<file path="src/rtl/axi_arb_pkg.sv">
// ============================================================================
// Module      : axi_arb_pkg
// Description : Shared state encoding and default widths for the AXI4-Lite
//               request arbiter.
// Revision    : 1.0 - initial release
// ============================================================================
`default_nettype none

package axi_arb_pkg;

    localparam int c_ADDR_W = 32;
    localparam int c_DATA_W = 32;

    typedef enum logic [1:0] {
        IDLE  = 2'd0,
        ISSUE = 2'd1,
        WAIT  = 2'd2
    } arb_state_t;

endpackage

`default_nettype wire

</file>
<file path="src/rtl/axi_lite_req_arbiter_rr_pick.sv">
// ============================================================================
// Module      : rr_pick
// Description : Combinational round-robin picker: first set request bit
//               searching upward from ptr+1, wrapping modulo N.
// Revision    : 1.0 - initial release
// ============================================================================
`default_nettype none

module rr_pick #(
    parameter  int N       = 4,
    localparam int c_IDX_W = $clog2(N)
) (
    input  logic [N-1:0]       i_req,
    input  logic [c_IDX_W-1:0] i_ptr,
    output logic               o_any,
    output logic [c_IDX_W-1:0] o_idx
);

    int w_cand;

    // Walk from the farthest candidate to the nearest so the nearest wins.
    always_comb begin
        o_any  = 1'b0;
        o_idx  = '0;
        w_cand = 0;
        for (int i = N; i >= 1; i--) begin
            w_cand = int'(i_ptr) + i;
            if (w_cand >= N) begin
                w_cand = w_cand - N;
            end
            if (i_req[w_cand]) begin
                o_any = 1'b1;
                o_idx = c_IDX_W'(w_cand);
            end
        end
    end

endmodule

`default_nettype wire

</file>
<file path="src/rtl/axi_lite_req_arbiter.sv">
// ============================================================================
// Module      : axi_lite_req_arbiter
// Description : Round-robin arbiter sharing one AXI4-Lite master user port
//               among NUM_REQ requesters, one transaction at a time.
//               Optional macro AXI_ARB_PRIO0_EN makes requester 0 strict
//               high priority.
// Revision    : 1.0 - initial release
// ============================================================================
`default_nettype none

module axi_lite_req_arbiter
    import axi_arb_pkg::*;
#(
    parameter int NUM_REQ = 4,
    parameter int ADDR_W  = c_ADDR_W,
    parameter int DATA_W  = c_DATA_W
) (
    input  logic                      clk,
    input  logic                      rst,
    input  logic [NUM_REQ-1:0]        req_valid,
    input  logic [NUM_REQ-1:0]        req_we,
    input  logic [NUM_REQ*ADDR_W-1:0] req_addr,
    input  logic [NUM_REQ*DATA_W-1:0] req_wdata,
    output logic [NUM_REQ-1:0]        req_ready,
    output logic [NUM_REQ-1:0]        rsp_valid,
    output logic [DATA_W-1:0]         rsp_rdata,
    output logic                      m_start,
    output logic                      m_write_en,
    output logic [ADDR_W-1:0]         m_addr,
    output logic [DATA_W-1:0]         m_wdata,
    input  logic [DATA_W-1:0]         m_rdata,
    input  logic                      m_done,
    output logic                      busy
);

    localparam int c_IDX_W = $clog2(NUM_REQ);

    arb_state_t          r_state,      w_state_nxt;
    logic [c_IDX_W-1:0]  r_grant,      w_grant_nxt;
    logic [c_IDX_W-1:0]  r_ptr,        w_ptr_nxt;
    logic [NUM_REQ-1:0]  r_req_ready,  w_req_ready_nxt;
    logic [NUM_REQ-1:0]  r_rsp_valid,  w_rsp_valid_nxt;
    logic [DATA_W-1:0]   r_rsp_rdata,  w_rsp_rdata_nxt;
    logic                r_m_start,    w_m_start_nxt;
    logic                r_m_write_en, w_m_write_en_nxt;
    logic [ADDR_W-1:0]   r_m_addr,     w_m_addr_nxt;
    logic [DATA_W-1:0]   r_m_wdata,    w_m_wdata_nxt;
    logic                r_busy,       w_busy_nxt;

    logic [ADDR_W-1:0]   w_addr_arr  [NUM_REQ];
    logic [DATA_W-1:0]   w_wdata_arr [NUM_REQ];
    logic [NUM_REQ-1:0]  w_pick_req;
    logic                w_any;
    logic [c_IDX_W-1:0]  w_win;
    logic                w_sel_any;
    logic [c_IDX_W-1:0]  w_sel_idx;
    logic                w_sel_move;

    for (genvar gi = 0; gi < NUM_REQ; gi++) begin : g_unpack
        assign w_addr_arr[gi]  = req_addr[gi*ADDR_W +: ADDR_W];
        assign w_wdata_arr[gi] = req_wdata[gi*DATA_W +: DATA_W];
    end

`ifdef AXI_ARB_PRIO0_EN
    // Requester 0 bypasses the rotation; the picker only sees 1..NUM_REQ-1.
    assign w_pick_req = {req_valid[NUM_REQ-1:1], 1'b0};
    assign w_sel_any  = req_valid[0] | w_any;
    assign w_sel_idx  = req_valid[0] ? '0 : w_win;
    assign w_sel_move = ~req_valid[0];
`else
    assign w_pick_req = req_valid;
    assign w_sel_any  = w_any;
    assign w_sel_idx  = w_win;
    assign w_sel_move = 1'b1;
`endif

    rr_pick #(
        .N     (NUM_REQ)
    ) u_rr_pick (
        .i_req (w_pick_req),
        .i_ptr (r_ptr),
        .o_any (w_any),
        .o_idx (w_win)
    );

    always_comb begin
        w_state_nxt      = r_state;
        w_grant_nxt      = r_grant;
        w_ptr_nxt        = r_ptr;
        w_req_ready_nxt  = '0;
        w_rsp_valid_nxt  = '0;
        w_rsp_rdata_nxt  = r_rsp_rdata;
        w_m_start_nxt    = 1'b0;
        w_m_write_en_nxt = r_m_write_en;
        w_m_addr_nxt     = r_m_addr;
        w_m_wdata_nxt    = r_m_wdata;

        case (r_state)
            IDLE: begin
                if (w_sel_any) begin
                    w_grant_nxt                = w_sel_idx;
                    w_ptr_nxt                  = w_sel_move ? w_sel_idx : r_ptr;
                    w_m_write_en_nxt           = req_we[w_sel_idx];
                    w_m_addr_nxt               = w_addr_arr[w_sel_idx];
                    w_m_wdata_nxt              = w_wdata_arr[w_sel_idx];
                    w_m_start_nxt              = 1'b1;
                    w_req_ready_nxt[w_sel_idx] = 1'b1;
                    w_state_nxt                = ISSUE;
                end
            end
            ISSUE: begin
                w_state_nxt = WAIT;
            end
            WAIT: begin
                if (m_done) begin
                    w_rsp_valid_nxt[r_grant] = 1'b1;
                    w_rsp_rdata_nxt          = r_m_write_en ? '0 : m_rdata;
                    w_state_nxt              = IDLE;
                end
            end
            default: begin
                w_state_nxt = IDLE;
            end
        endcase

        w_busy_nxt = (w_state_nxt != IDLE);
    end

    always_ff @(posedge clk) begin
        if (rst) begin
            r_state      <= IDLE;
            r_grant      <= '0;
            r_ptr        <= c_IDX_W'(NUM_REQ - 1);
            r_req_ready  <= '0;
            r_rsp_valid  <= '0;
            r_rsp_rdata  <= '0;
            r_m_start    <= 1'b0;
            r_m_write_en <= 1'b0;
            r_m_addr     <= '0;
            r_m_wdata    <= '0;
            r_busy       <= 1'b0;
        end else begin
            r_state      <= w_state_nxt;
            r_grant      <= w_grant_nxt;
            r_ptr        <= w_ptr_nxt;
            r_req_ready  <= w_req_ready_nxt;
            r_rsp_valid  <= w_rsp_valid_nxt;
            r_rsp_rdata  <= w_rsp_rdata_nxt;
            r_m_start    <= w_m_start_nxt;
            r_m_write_en <= w_m_write_en_nxt;
            r_m_addr     <= w_m_addr_nxt;
            r_m_wdata    <= w_m_wdata_nxt;
            r_busy       <= w_busy_nxt;
        end
    end

    assign req_ready  = r_req_ready;
    assign rsp_valid  = r_rsp_valid;
    assign rsp_rdata  = r_rsp_rdata;
    assign m_start    = r_m_start;
    assign m_write_en = r_m_write_en;
    assign m_addr     = r_m_addr;
    assign m_wdata    = r_m_wdata;
    assign busy       = r_busy;

endmodule

`default_nettype wire

</file>
<file path="config.mk">
export PLATFORM = sky130hd
export DESIGN_NAME = axi_lite_req_arbiter
export DESIGN_NICKNAME = d
export VERILOG_FILES = /design/src/rtl/axi_arb_pkg.sv /design/src/rtl/axi_lite_req_arbiter_rr_pick.sv /design/src/rtl/axi_lite_req_arbiter.sv
export SDC_FILE = /design/constraint.sdc
export NUM_CORES = 1
export LEC_CHECK = 0
export CAP_MARGIN = 5
export CELL_PAD_IN_SITES_DETAIL_PLACEMENT = 2
export CELL_PAD_IN_SITES_GLOBAL_PLACEMENT = 2
export CORE_AREA = 2 2 158 160
export DETAILED_ROUTE_END_ITERATION = 16
export DIE_AREA = 0 0 160 162
export DONT_BUFFER_PORTS = 1
export PLACE_DENSITY_LB_ADDON = 0.1
export SLEW_MARGIN = 5
export SYNTH_ARGS = -nofsm -noshare
export SYNTH_HDL_FRONTEND = slang
export SYNTH_SLANG_ARGS = --single-unit
</file>
<file path="constraint.sdc">
create_clock -name clk -period 3.6 [get_ports clk]
set_clock_uncertainty 0.2 [all_clocks]
set_input_delay 0.72 -clock clk [delete_from_list [all_inputs] [get_ports clk]]
set_output_delay 0.72 -clock clk [all_outputs]
set_load 0.05 [all_outputs]
</file>
# Word-level counts from Yosys, hierarchy flattened
# Cells that the tools add are included.
dict set report word_totals {
  wordCells 89
  input_bits 299
  register_bits 113
  output_inout_bits 107
}
dict set report classes {
  n_eq_ne 2
  bitwise_logic 5
  n_lt_le_gt_ge 13
  addsub 8
  n_mux 41
  reduce_logical 9
}
# operator n
set op_table {}
lappend op_table {{two-way mux 32 bit} 9}
lappend op_table {{binary-select mux 32 bit (select 2 bit)} 2}
lappend op_table {{>= comparator 32 x 4 -> 1 bit, second input constant} 4}
lappend op_table {{less-than comparator 32 x 4 -> 1 bit, second input constant} 4}
lappend op_table {{subtractor 32 x 4 -> 32 bit, second input constant} 4}
lappend op_table {{two-way mux 1 bit} 16}
lappend op_table {{two-way mux 2 bit} 6}
lappend op_table {{binary-select mux 1 bit (select 2 bit)} 5}
lappend op_table {{adder 2 x 2 -> 3 bit, second input constant} 2}
lappend op_table {{less-than comparator 2 x 3 -> 1 bit, second input constant} 2}
lappend op_table {{one-hot mux 2 bit (3 select lines)} 1}
lappend op_table {{OR reduction 3 bit} 2}
lappend op_table {{adder 2 x 3 -> 4 bit, second input constant} 1}
lappend op_table {{demux 1 bit (select 2 bit)} 2}
lappend op_table {{>= comparator 2 x 1 -> 1 bit, second input constant} 2}
lappend op_table {{NOT 1 bit} 4}
lappend op_table {{AND reduction 2 bit} 2}
lappend op_table {{adder 2 x 1 -> 3 bit, second input constant} 1}
lappend op_table {{>= comparator 3 bit, second input constant} 1}
lappend op_table {{NOT 2 -> 3 bit} 1}
lappend op_table {{== test 2 x 1 -> 1 bit, second input constant} 1}
lappend op_table {{== test 2 bit, second input constant} 1}
lappend op_table {{logical AND 1 bit} 2}
lappend op_table {{logical NOT 2 bit} 1}
lappend op_table {{other kinds (2)} 2}

# Longest topological paths before layout
# Gate-level depths: netlist (run 1).
dict set report depth {
  ltp_word 14
  depth_mapped 7
  depth_no_buf 5
}

# By module
# From an unflattened synthesis (run 1), not the netlist that was laid out.
dict set report hier_totals {
  hier_cells 360
  hier_area_um2 5036.1
}
# module instances cells_each seq_area_each_um2 area_each_um2
set modules_own_cells {}
lappend modules_own_cells {axi_lite_req_arbiter 1 346 2262.2 4944.7}
lappend modules_own_cells {rr_pick 1 14 0.0 91.3}

# Worst setup path after synthesis (run 1)
# No wires, ideal clock.
dict set report synth_timing {
  kind {in2reg}
  startpoint {input port req_valid[0]}
  endpoint {register r_m_wdata[23], in the netlist m_wdata[23]}
  t_arrival_ns 2.010
  setup_slack_ns 1.299
  n_path_buf 2
  path_stages 6
  t_required_ns 3.309
  setup_time_ns 0.091
  path_cell_list {or2_4 -> a311oi_4 -> buf_12 -> buf_12 -> nand3_1 -> a311oi_1}
}
dict set report synth_via {
  elab_chain_len 11
  word_cells_on_any_way 25
  cone_classes {mux: 23; bitwise: 1; reduce/logical: 1}
}
# item line_no
set synth_lines {}
lappend synth_lines {{start: declaration} axi_lite_req_arbiter.sv:20} ;# input logic [NUM_REQ-1:0] req_valid,
lappend synth_lines {{binary-select mux 1 bit (select 2 bit)} axi_lite_req_arbiter_rr_pick.sv:31} ;# if (i_req[w_cand]) begin
lappend synth_lines {{two-way mux 1 bit (implied by the code) (2 in series)} axi_lite_req_arbiter_rr_pick.sv:31}
lappend synth_lines {{two-way mux 2 bit (4 in series)} axi_lite_req_arbiter_rr_pick.sv:31}
lappend synth_lines {{NOT 2 -> 3 bit (implied by the code)} axi_lite_req_arbiter.sv:105} ;# w_m_wdata_nxt = w_wdata_arr[w_sel_idx];
lappend synth_lines {{binary-select mux 32 bit (select 2 bit)} axi_lite_req_arbiter.sv:105}
lappend synth_lines {{two-way mux 32 bit (implied by the code) (2 in series)} axi_lite_req_arbiter.sv:105}
lappend synth_lines {{end signal: assignment} axi_lite_req_arbiter.sv:152} ;# r_m_wdata <= w_m_wdata_nxt;
lappend synth_lines {{end: declaration} axi_lite_req_arbiter.sv:47} ;# logic [DATA_W-1:0] r_m_wdata, w_m_wdata_nxt;
# Several ways; a longest one is shown, not always the timed one. The select of a mux whose other input is x is not followed.
# A chain may end at the register's enable or synchronous reset.

# Final worst setup path (run 1)
dict set report layout_timing {
  startpoint {register r_ptr[0]}
  endpoint {register r_m_wdata[27], in the netlist m_wdata[27]}
}
dict set report layout_via {
  elab_chain_len 14
  word_cells_on_any_way 41
  cone_classes {add/sub: 8; order compare: 4; mux: 27; bitwise: 1; reduce/logical: 1}
}
# item line_no
set layout_lines {}
lappend layout_lines {{start: declaration} axi_lite_req_arbiter.sv:40} ;# logic [c_IDX_W-1:0] r_ptr, w_ptr_nxt;
lappend layout_lines {{start signal: assignment} axi_lite_req_arbiter.sv:133} ;# r_ptr <= c_IDX_W'(NUM_REQ - 1);
lappend layout_lines {{start signal: assignment} axi_lite_req_arbiter.sv:145} ;# r_ptr <= w_ptr_nxt;
lappend layout_lines {{adder 2 x 3 -> 4 bit} axi_lite_req_arbiter_rr_pick.sv:27} ;# w_cand = int'(i_ptr) + i;
lappend layout_lines {{subtractor 32 x 4 -> 32 bit / >= comparator 32 x 4 -> 1 bit (equally long branches)} {axi_lite_req_arbiter_rr_pick.sv:29, axi_lite_req_arbiter_rr_pick.sv:28}}
lappend layout_lines {{two-way mux 32 bit} axi_lite_req_arbiter_rr_pick.sv:28} ;# if (w_cand >= N) begin
lappend layout_lines {{binary-select mux 1 bit (select 2 bit)} axi_lite_req_arbiter_rr_pick.sv:31}
lappend layout_lines {{two-way mux 1 bit (implied by the code) (2 in series)} axi_lite_req_arbiter_rr_pick.sv:31}
lappend layout_lines {{two-way mux 2 bit (4 in series)} axi_lite_req_arbiter_rr_pick.sv:31}
lappend layout_lines {{NOT 2 -> 3 bit (implied by the code)} axi_lite_req_arbiter.sv:105}
lappend layout_lines {{binary-select mux 32 bit (select 2 bit)} axi_lite_req_arbiter.sv:105}
lappend layout_lines {{two-way mux 32 bit (implied by the code) (2 in series)} axi_lite_req_arbiter.sv:105}
# Several ways; a longest one is shown, not always the timed one. The select of a mux whose other input is x is not followed.

==> results of run 1 <==
[cell usage in the layout (no fill, tap or decap), types with 2 or more instances in the layout]
cell type,Yosys,final
sky130_fd_sc_hd__and3_1,2,2
sky130_fd_sc_hd__a22o_1,32,32
sky130_fd_sc_hd__o31a_1,2,2
sky130_fd_sc_hd__bufinv_16,0,3
sky130_fd_sc_hd__nand2_1,8,8
sky130_fd_sc_hd__clkinvlp_4,0,2
sky130_fd_sc_hd__inv_1,2,2
sky130_fd_sc_hd__clkbuf_16,0,17
sky130_fd_sc_hd__a311oi_1,62,62
sky130_fd_sc_hd__o221ai_1,2,2
sky130_fd_sc_hd__a21oi_1,5,5
sky130_fd_sc_hd__nand3_1,126,126
sky130_fd_sc_hd__nor3b_1,7,7
sky130_fd_sc_hd__and2_1,3,3
sky130_fd_sc_hd__buf_12,8,4
sky130_fd_sc_hd__nor2_2,1,2
sky130_fd_sc_hd__buf_4,2,12
sky130_fd_sc_hd__a221oi_2,59,59
sky130_fd_sc_hd__dfxtp_1,113,113
sky130_fd_sc_hd__nor2b_1,3,2
sky130_fd_sc_hd__a221oi_1,4,4
sky130_fd_sc_hd__nor3_1,3,3
sky130_fd_sc_hd__nor2_1,77,76
sky130_fd_sc_hd__inv_6,0,3
sky130_fd_sc_hd__o21ai_0,2,2
sky130_fd_sc_hd__clkinv_4,0,5
[critical path, cell delays in order (launching register included)]
cell	delay (ps)
sky130_fd_sc_hd__dfxtp_1	470
sky130_fd_sc_hd__nand2b_2	220
sky130_fd_sc_hd__and2_1	200
sky130_fd_sc_hd__o311a_4	590
sky130_fd_sc_hd__buf_4	440
sky130_fd_sc_hd__a221oi_2	130
sky130_fd_sc_hd__a311oi_1	270
[flip-flops by register name, indices dropped and copies added, names as in the netlist]
signal	cells
busy	1
m_addr	32
m_start	1
m_wdata	32
m_write_en	1
r_grant	2
r_ptr	2
r_state	2
req_ready	4
rsp_rdata	32
rsp_valid	4
[kinds of logic (layout without fill, tap and decap cells)]
| group | after synthesis | in the layout | synth area share |
|---|---|---|---|
| and+or+nand+nor | 237 | 237 | 0.192 |
| AOI/OAI and AO/OA | 179 | 179 | 0.332 |
| buffers and inverters | 75 | 50 | 0.0911 |
| DFF | 113 | 113 | 0.385 |
[where the power goes]
group / total, mW / internal, mW / switching (mW)
Clock: 1.80 / 1.12 / 0.680
Combinational: 0.944 / 0.338 / 0.606
Sequential: 2.01 / 1.40 / 0.608
Total: 4.75 / 2.85 / 1.89
[stage by stage]
stage / cell area, um2 / utilization
after floorplan: 5880 / -
after global placement: 5980 / 0.248
after detailed placement: 5980 / 0.248
after CTS: 6600 / 0.274
after global routing: 6600 / 0.274
final: 6600 / 0.274
[metal layers]
layer	vias to the layer above	global-route usage	part of all wire
met5	-	0	0
met4	0	0.0557	0.020
met3	29	0.0674	0.080
met2	252	0.355	0.53
met1	2614	0.209	0.37
li1	2312	-	-
[worst min-delay path by stage]
stage | to | slack, ps | cells after the start
after floorplan | rsp_valid[0]$_SDFF_PP0_ | 250 | 1
after global placement | rsp_valid[1]$_SDFF_PP0_ | 280 | 1
after detailed placement | r_grant[1]$_SDFFE_PP0P_ | 300 | 2
after CTS | m_addr[6]$_SDFFE_PP0P_ | 150 | 1
after global routing | m_addr[3]$_SDFFE_PP0P_ | 140 | 1
final | m_addr[6]$_SDFFE_PP0P_ | 170 | 1
[area by class of cell]
class / instances / area [um2]
Fill cell: 2720 / 17500
Multi-Input combinational cell: 416 / 3130
Sequential cell: 113 / 2260
Clock buffer: 18 / 439
Tap cell: 324 / 405
Clock inverter: 14 / 180
Timing Repair Buffer: 16 / 170
Inverter: 2 / 7.51
==> qor.txt, run 1 <==
==================================================================================================
Status                                                                                finished clean
Number of enable flip-flop cells after synthesis                                                 0
YS warnings                                                                                      0
Number of global-route vias before repair                                                     5767
Count of final setup violators                                                                   0
Final Instance Count excl. Fillers                                                             903
Root buffer cell                                                                      sky130_fd_sc_hd__clkbuf_16
Library cell occupying the most area in the post-synthesis netlist                    sky130_fd_sc_hd__dfxtp_1
Top cell type's share of synthesized area                                                    0.385
RR Endpoint                                                                           m_wdata[27]$_SDFFE_PP0P_
First-pass GRT wire length                                                                37800 um
Data arrival time of the critical path                                                     2750 ps
Start of the worst register-to-register path                                          r_ptr[0]$_SDFFE_PP1P_
Hold Path Origin                                                                               rst
Worst slew slack as a fraction of its limit                                                  0.447
Most instantiated cells after synthesis                                               126 x sky130_fd_sc_hd__nand3_1, 113 x sky130_fd_sc_hd__dfxtp_1, 77 x sky130_fd_sc_hd__nor2_1
Critical path launch point type                                                               flop
Worst hold-check path type                                                               in -> reg
Number of I/O pins                                                                             406
Via count                                                                                     5207
Maximum capacitance violations                                                                   0
Remaining global-route overflow                                                                  0
Power density over the cells                                                            720 mW/mm2
Hold violation count in the final report                                                         0
Final critical path time including I/O delays and setup                                    2640 ps
Total placed cells including tap cells                                                         871
Iteration-0 DRC Markers                                                                        269
Mean post-synth cell area                                                                 9.73 um2
Die area                                                                                0.0259 mm2
Number of antenna violations at the first check in global routing                                0
CTS buffer count                                                                                17
Layout-stage area growth over the synthesis result                                           12.2%
Synthesized area                                                                       0.00588 mm2
Die height                                                                                  162 um
Final setup TNS                                                                               0 ps
Worst setup path endpoint                                                             m_wdata[27]$_SDFFE_PP0P_
Final hold slack                                                                            167 ps
Post-cts repair resize count                                                                     0
IO Port Bufs                                                                                     0
Most used standard cell by instance count after synthesis                             sky130_fd_sc_hd__nand3_1
Max-slew violation count                                                                         0
Combined global-route utilization of all metal layers                                        0.193
R2R setup slack                                                                             960 ps
Antenna cells                                                                                    0
Final GP Congestion                                                                          0.773
Buffers inserted during post-CTS setup optimization                                              0
Unrepaired setup endpoints after global routing                                              false
Clock transition time at the flip-flop clock pins of the worst setup and hold paths          70 ps
TritonCTS clock tree                                                                          done
Slew at the pin closest to its max-slew limit                                               830 ps
Highest ir drop seen on vdd                                                             0.000242 V
Antenna-violating nets left                                                                      0
Clock Path Buffers                                                                               2
Share of the clock period used by the worst path                                             0.733
Overall routed net length                                                                 26000 um
Async set or reset register ratio after synthesis                                                0
Total iterations of the first detailed-routing run                                               4
Crit Path Category                                                                      reg -> reg
Num Clock Sinks                                                                                113
PnR worst setup slack                                                                       962 ps
DIE WIDTH                                                                                   160 um
Worst-Skew Late Latency                                                                     410 ps
Distinct cell type count of the synthesized netlist                                             43
Type of element capturing the critical path                                                   flop
Data required time at the worst endpoint                                                   3710 ps
Main flop type after synthesis                                                        sky130_fd_sc_hd__dfxtp_1
Net count after synthesis                                                                      903
Deepest level of the CTS H-tree                                                                  4
Crit-path max FO                                                                                34
Starting density of the core                                                                 0.244
Instance count of the mapped netlist                                                           604
Share of the yosys chip area belonging to registers                                          0.385
Ranking of synthesized cells by area                                                  sky130_fd_sc_hd__dfxtp_1 39%, sky130_fd_sc_hd__a221oi_2 15%, sky130_fd_sc_hd__nand3_1 11%, sky130_fd_sc_hd__a311oi_1 9.2%, sky130_fd_sc_hd__nor2_1 4.9%
Place WS                                                                                    635 ps
DRC violations left                                                                              0
Nets                                                                                           865
Floorplan Core Area                                                                     0.0241 mm2
Power consumption                                                                          4.75 mW
Routed via count divided by cell count                                                        5.77
Reg2Reg Depth                                                                                    6
Post-DP HPWL                                                                              18400 um
Core Rows                                                                                       57
Leakage power                                                                              2.17 nW
CTS Hold Bufs                                                                                    0
Top achievable clock speed                                                                 379 MHz
Layout cells sized above 1                                                                   0.211
Pin count of the biggest net entering global routing                                            86
Wire per inst                                                                              28.8 um
Register bit count reported by yosys                                                           113
Worst setup path startpoint                                                           r_ptr[0]$_SDFFE_PP1P_
==================================================================================================
Note: power is estimated with default switching activity, not from simulation.
==> run 2: changes to the inputs <==
- CORE_AREA: 2 2 158 160 -> 2 2 156 158
- DIE_AREA: 0 0 160 162 -> 0 0 158 160
- clock period: 3.6 -> 2.75 ns (I/O delays scaled with it)
==> qor.txt, run 2 (same netlist as run 1, synthesis figures left out) <==
==================================================================================================
Status                                                                                finished clean   unchanged
Core Rows                                                                                       57   unchanged
Iteration-0 DRC Markers                                                                        232   was 269
Combined global-route utilization of all metal layers                                        0.188   was 0.193
Total iterations of the first detailed-routing run                                               5   was 4
Highest ir drop seen on vdd                                                             0.000314 V   was 0.000242 V
Crit-path cells                                                                       nand2b_2, and2_1, o311a_4, buf_4, a221oi_1, a311oi_1   was nand2b_2, and2_1, o311a_4, buf_4, a221oi_2, a311oi_1
Total placed cells including tap cells                                                         872   was 871
Routed via count divided by cell count                                                        5.67   was 5.77
Nets                                                                                           870   was 865
Data required time at the worst endpoint                                                   2810 ps   was 3710 ps
Final GP Congestion                                                                          0.791   was 0.773
PnR worst setup slack                                                                       320 ps   was 962 ps
Slowest CP cell                                                                       sky130_fd_sc_hd__a221oi_1   was sky130_fd_sc_hd__o311a_4
Final Instance Count excl. Fillers                                                             908   was 903
Net Switching                                                                              2.46 mW   was 1.89 mW
Type of element capturing the critical path                                                   flop   unchanged
CTS Hold Bufs                                                                                    3   was 0
Number of global-route vias before repair                                                     5682   was 5767
First-pass GRT wire length                                                                35700 um   was 37800 um
Power consumption                                                                          6.21 mW   was 4.75 mW
Number of I/O pins                                                                             406   unchanged
Critical path launch point type                                                               flop   unchanged
Worst path max stage delay                                                                  480 ps   was 590 ps
Layout-stage area growth over the synthesis result                                           14.1%   was 12.2%
Proportion of power drawn by combinational gates                                             0.205   was 0.199
Cell-internal power                                                                        3.75 mW   was 2.85 mW
Clock transition time at the flip-flop clock pins of the worst setup and hold paths          60 ps   was 70 ps
Crit Path Category                                                                      reg -> reg   unchanged
Share of the clock period used by the worst path                                             0.884   was 0.733
Part of the power in the clock network                                                       0.372   was 0.379
Final setup TNS                                                                               0 ps   unchanged
DRC violations left                                                                              0   unchanged
Deepest level of the CTS H-tree                                                                  4   unchanged
Data arrival time of the critical path                                                     2490 ps   was 2750 ps
Overall routed net length                                                                 25000 um   was 26000 um
Number of filler instances in the final layout                                                2652   was 2720
Via count                                                                                     5144   was 5207
Post-DP HPWL                                                                              17900 um   was 18400 um
Top library cells by usage in the layout, fill and taps aside                         126 x sky130_fd_sc_hd__nand3_1, 113 x sky130_fd_sc_hd__dfxtp_1, 76 x sky130_fd_sc_hd__nor2_1   unchanged
Clock Path Buffers                                                                               2   unchanged
Layout cells sized above 1                                                                   0.211   about the same
Root buffer cell                                                                      sky130_fd_sc_hd__clkbuf_16   unchanged
Max-slew violation count                                                                         0   unchanged
Die height                                                                                  160 um   was 162 um
Number of antenna violations at the first check in global routing                                0   unchanged
Final critical path time including I/O delays and setup                                    2430 ps   was 2640 ps
Power density over the cells                                                            927 mW/mm2   was 720 mW/mm2
Wire per inst                                                                              27.5 um   was 28.8 um
Place WS                                                                                    263 ps   was 635 ps
Net switching share of the total power                                                       0.396   was 0.399
Worst-Skew Late Latency                                                                     410 ps   about the same
Seq pwr share                                                                                0.423   about the same
Floorplan Core Area                                                                     0.0238 mm2   was 0.0241 mm2
Num Clock Sinks                                                                                113   unchanged
Count of final setup violators                                                                   0   unchanged
DIE WIDTH                                                                                   158 um   was 160 um
Maximum capacitance violations                                                                   0   unchanged
Worst slew slack as a fraction of its limit                                                  0.548   was 0.447
Antenna-violating nets left                                                                      0   unchanged
TritonCTS clock tree                                                                          done   unchanged
Crit-path max FO                                                                                33   was 34
Top achievable clock speed                                                                 412 MHz   was 379 MHz
Antenna cells                                                                                    0   unchanged
CTS buffer count                                                                                17   unchanged
Slew at the pin closest to its max-slew limit                                               677 ps   was 830 ps
Leading cell type in the layout, fill and taps excluded                               sky130_fd_sc_hd__nand3_1   unchanged
Worst hold-check path type                                                               in -> reg   unchanged
Leakage power                                                                              2.21 nW   was 2.17 nW
Buffers inserted during post-CTS setup optimization                                              0   unchanged
Pin count of the biggest net entering global routing                                            82   was 86
IO Port Bufs                                                                                     0   unchanged
Die area                                                                                0.0253 mm2   was 0.0259 mm2
Unrepaired setup endpoints after global routing                                              false   unchanged
Hold violation count in the final report                                                         0   unchanged
Post-cts repair resize count                                                                     0   unchanged
Starting density of the core                                                                 0.247   was 0.244
Remaining global-route overflow                                                                  0   unchanged
==================================================================================================
run 2: cell types whose count changed in the layout (fill, tap and decap cells not counted), sizes merged:
cell / change
dlygate4sd3: +3
buf: +2
clkinv: -1
clkinvlp: +1
run 2: layer usage:
layer	share of wire	routed length, um	global-route usage	up-vias
li1	-	-	-	2325
met1	0.36	9010	0.196	2557
met2	0.54	13500	0.356	240
met3	0.085	2120	0.0573	22
met4	0.016	401	0.0573	0
met5	0	0	0	-
run 2: critical path: cells and delay by family (launching register included):
family / cells / cell delay (ps)
flops: 1 / 370
simple gates: 2 / 450
buf+inv: 1 / 280
compound gates: 3 / 950
run 2: path summary, 6_finish.rpt:
check / depth (start not counted) / slack (ps) / end / from
setup / recovery: 6 / 320 / m_addr[7]$_SDFFE_PP0P_ / r_ptr[0]$_SDFFE_PP1P_
setup reg to reg: 6 / 320 / m_addr[7]$_SDFFE_PP0P_ / r_ptr[0]$_SDFFE_PP1P_
hold reg to reg: 1 / 300 / rsp_valid[1]$_SDFF_PP0_ / r_grant[1]$_SDFFE_PP0P_
hold / removal: 1 / 30 / m_wdata[30]$_SDFFE_PP0P_ / rst
run 2: per-stage QoR:
step	instance area (um2)	utilization	hold slack, ps
2_1_floorplan	5880	-	245
3_3_place_gp	6050	0.254	284
3_5_place_dp	6050	0.254	290
4_1_cts	6700	0.281	1.99
5_1_grt	6710	0.282	0.539
6_report	6710	0.282	30.1
run 2: power groups by stage:
stage | Combinational, mW | Clock (mW) | Sequential (mW)
after CTS | 1.31 | 2.39 | 2.64
after global routing | 1.41 | 2.48 | 2.66
after global placement | 1.23 | 0 | 2.67
after detailed placement | 1.29 | 0 | 2.67
final | 1.27 | 2.31 | 2.63
after floorplan | 1.06 | 0 | 2.58
run 2: layout make-up:
cell class                 instances  area (um2)  area share
multi-input combinational        416        3130       0.467
clock inverter                    14         181      0.0271
clock buffer                      18         429      0.0640
tap                              324         405      0.0604
timing repair buffer              21         290      0.0433
inverter                           2        7.51     0.00112
sequential                       113        2260       0.337
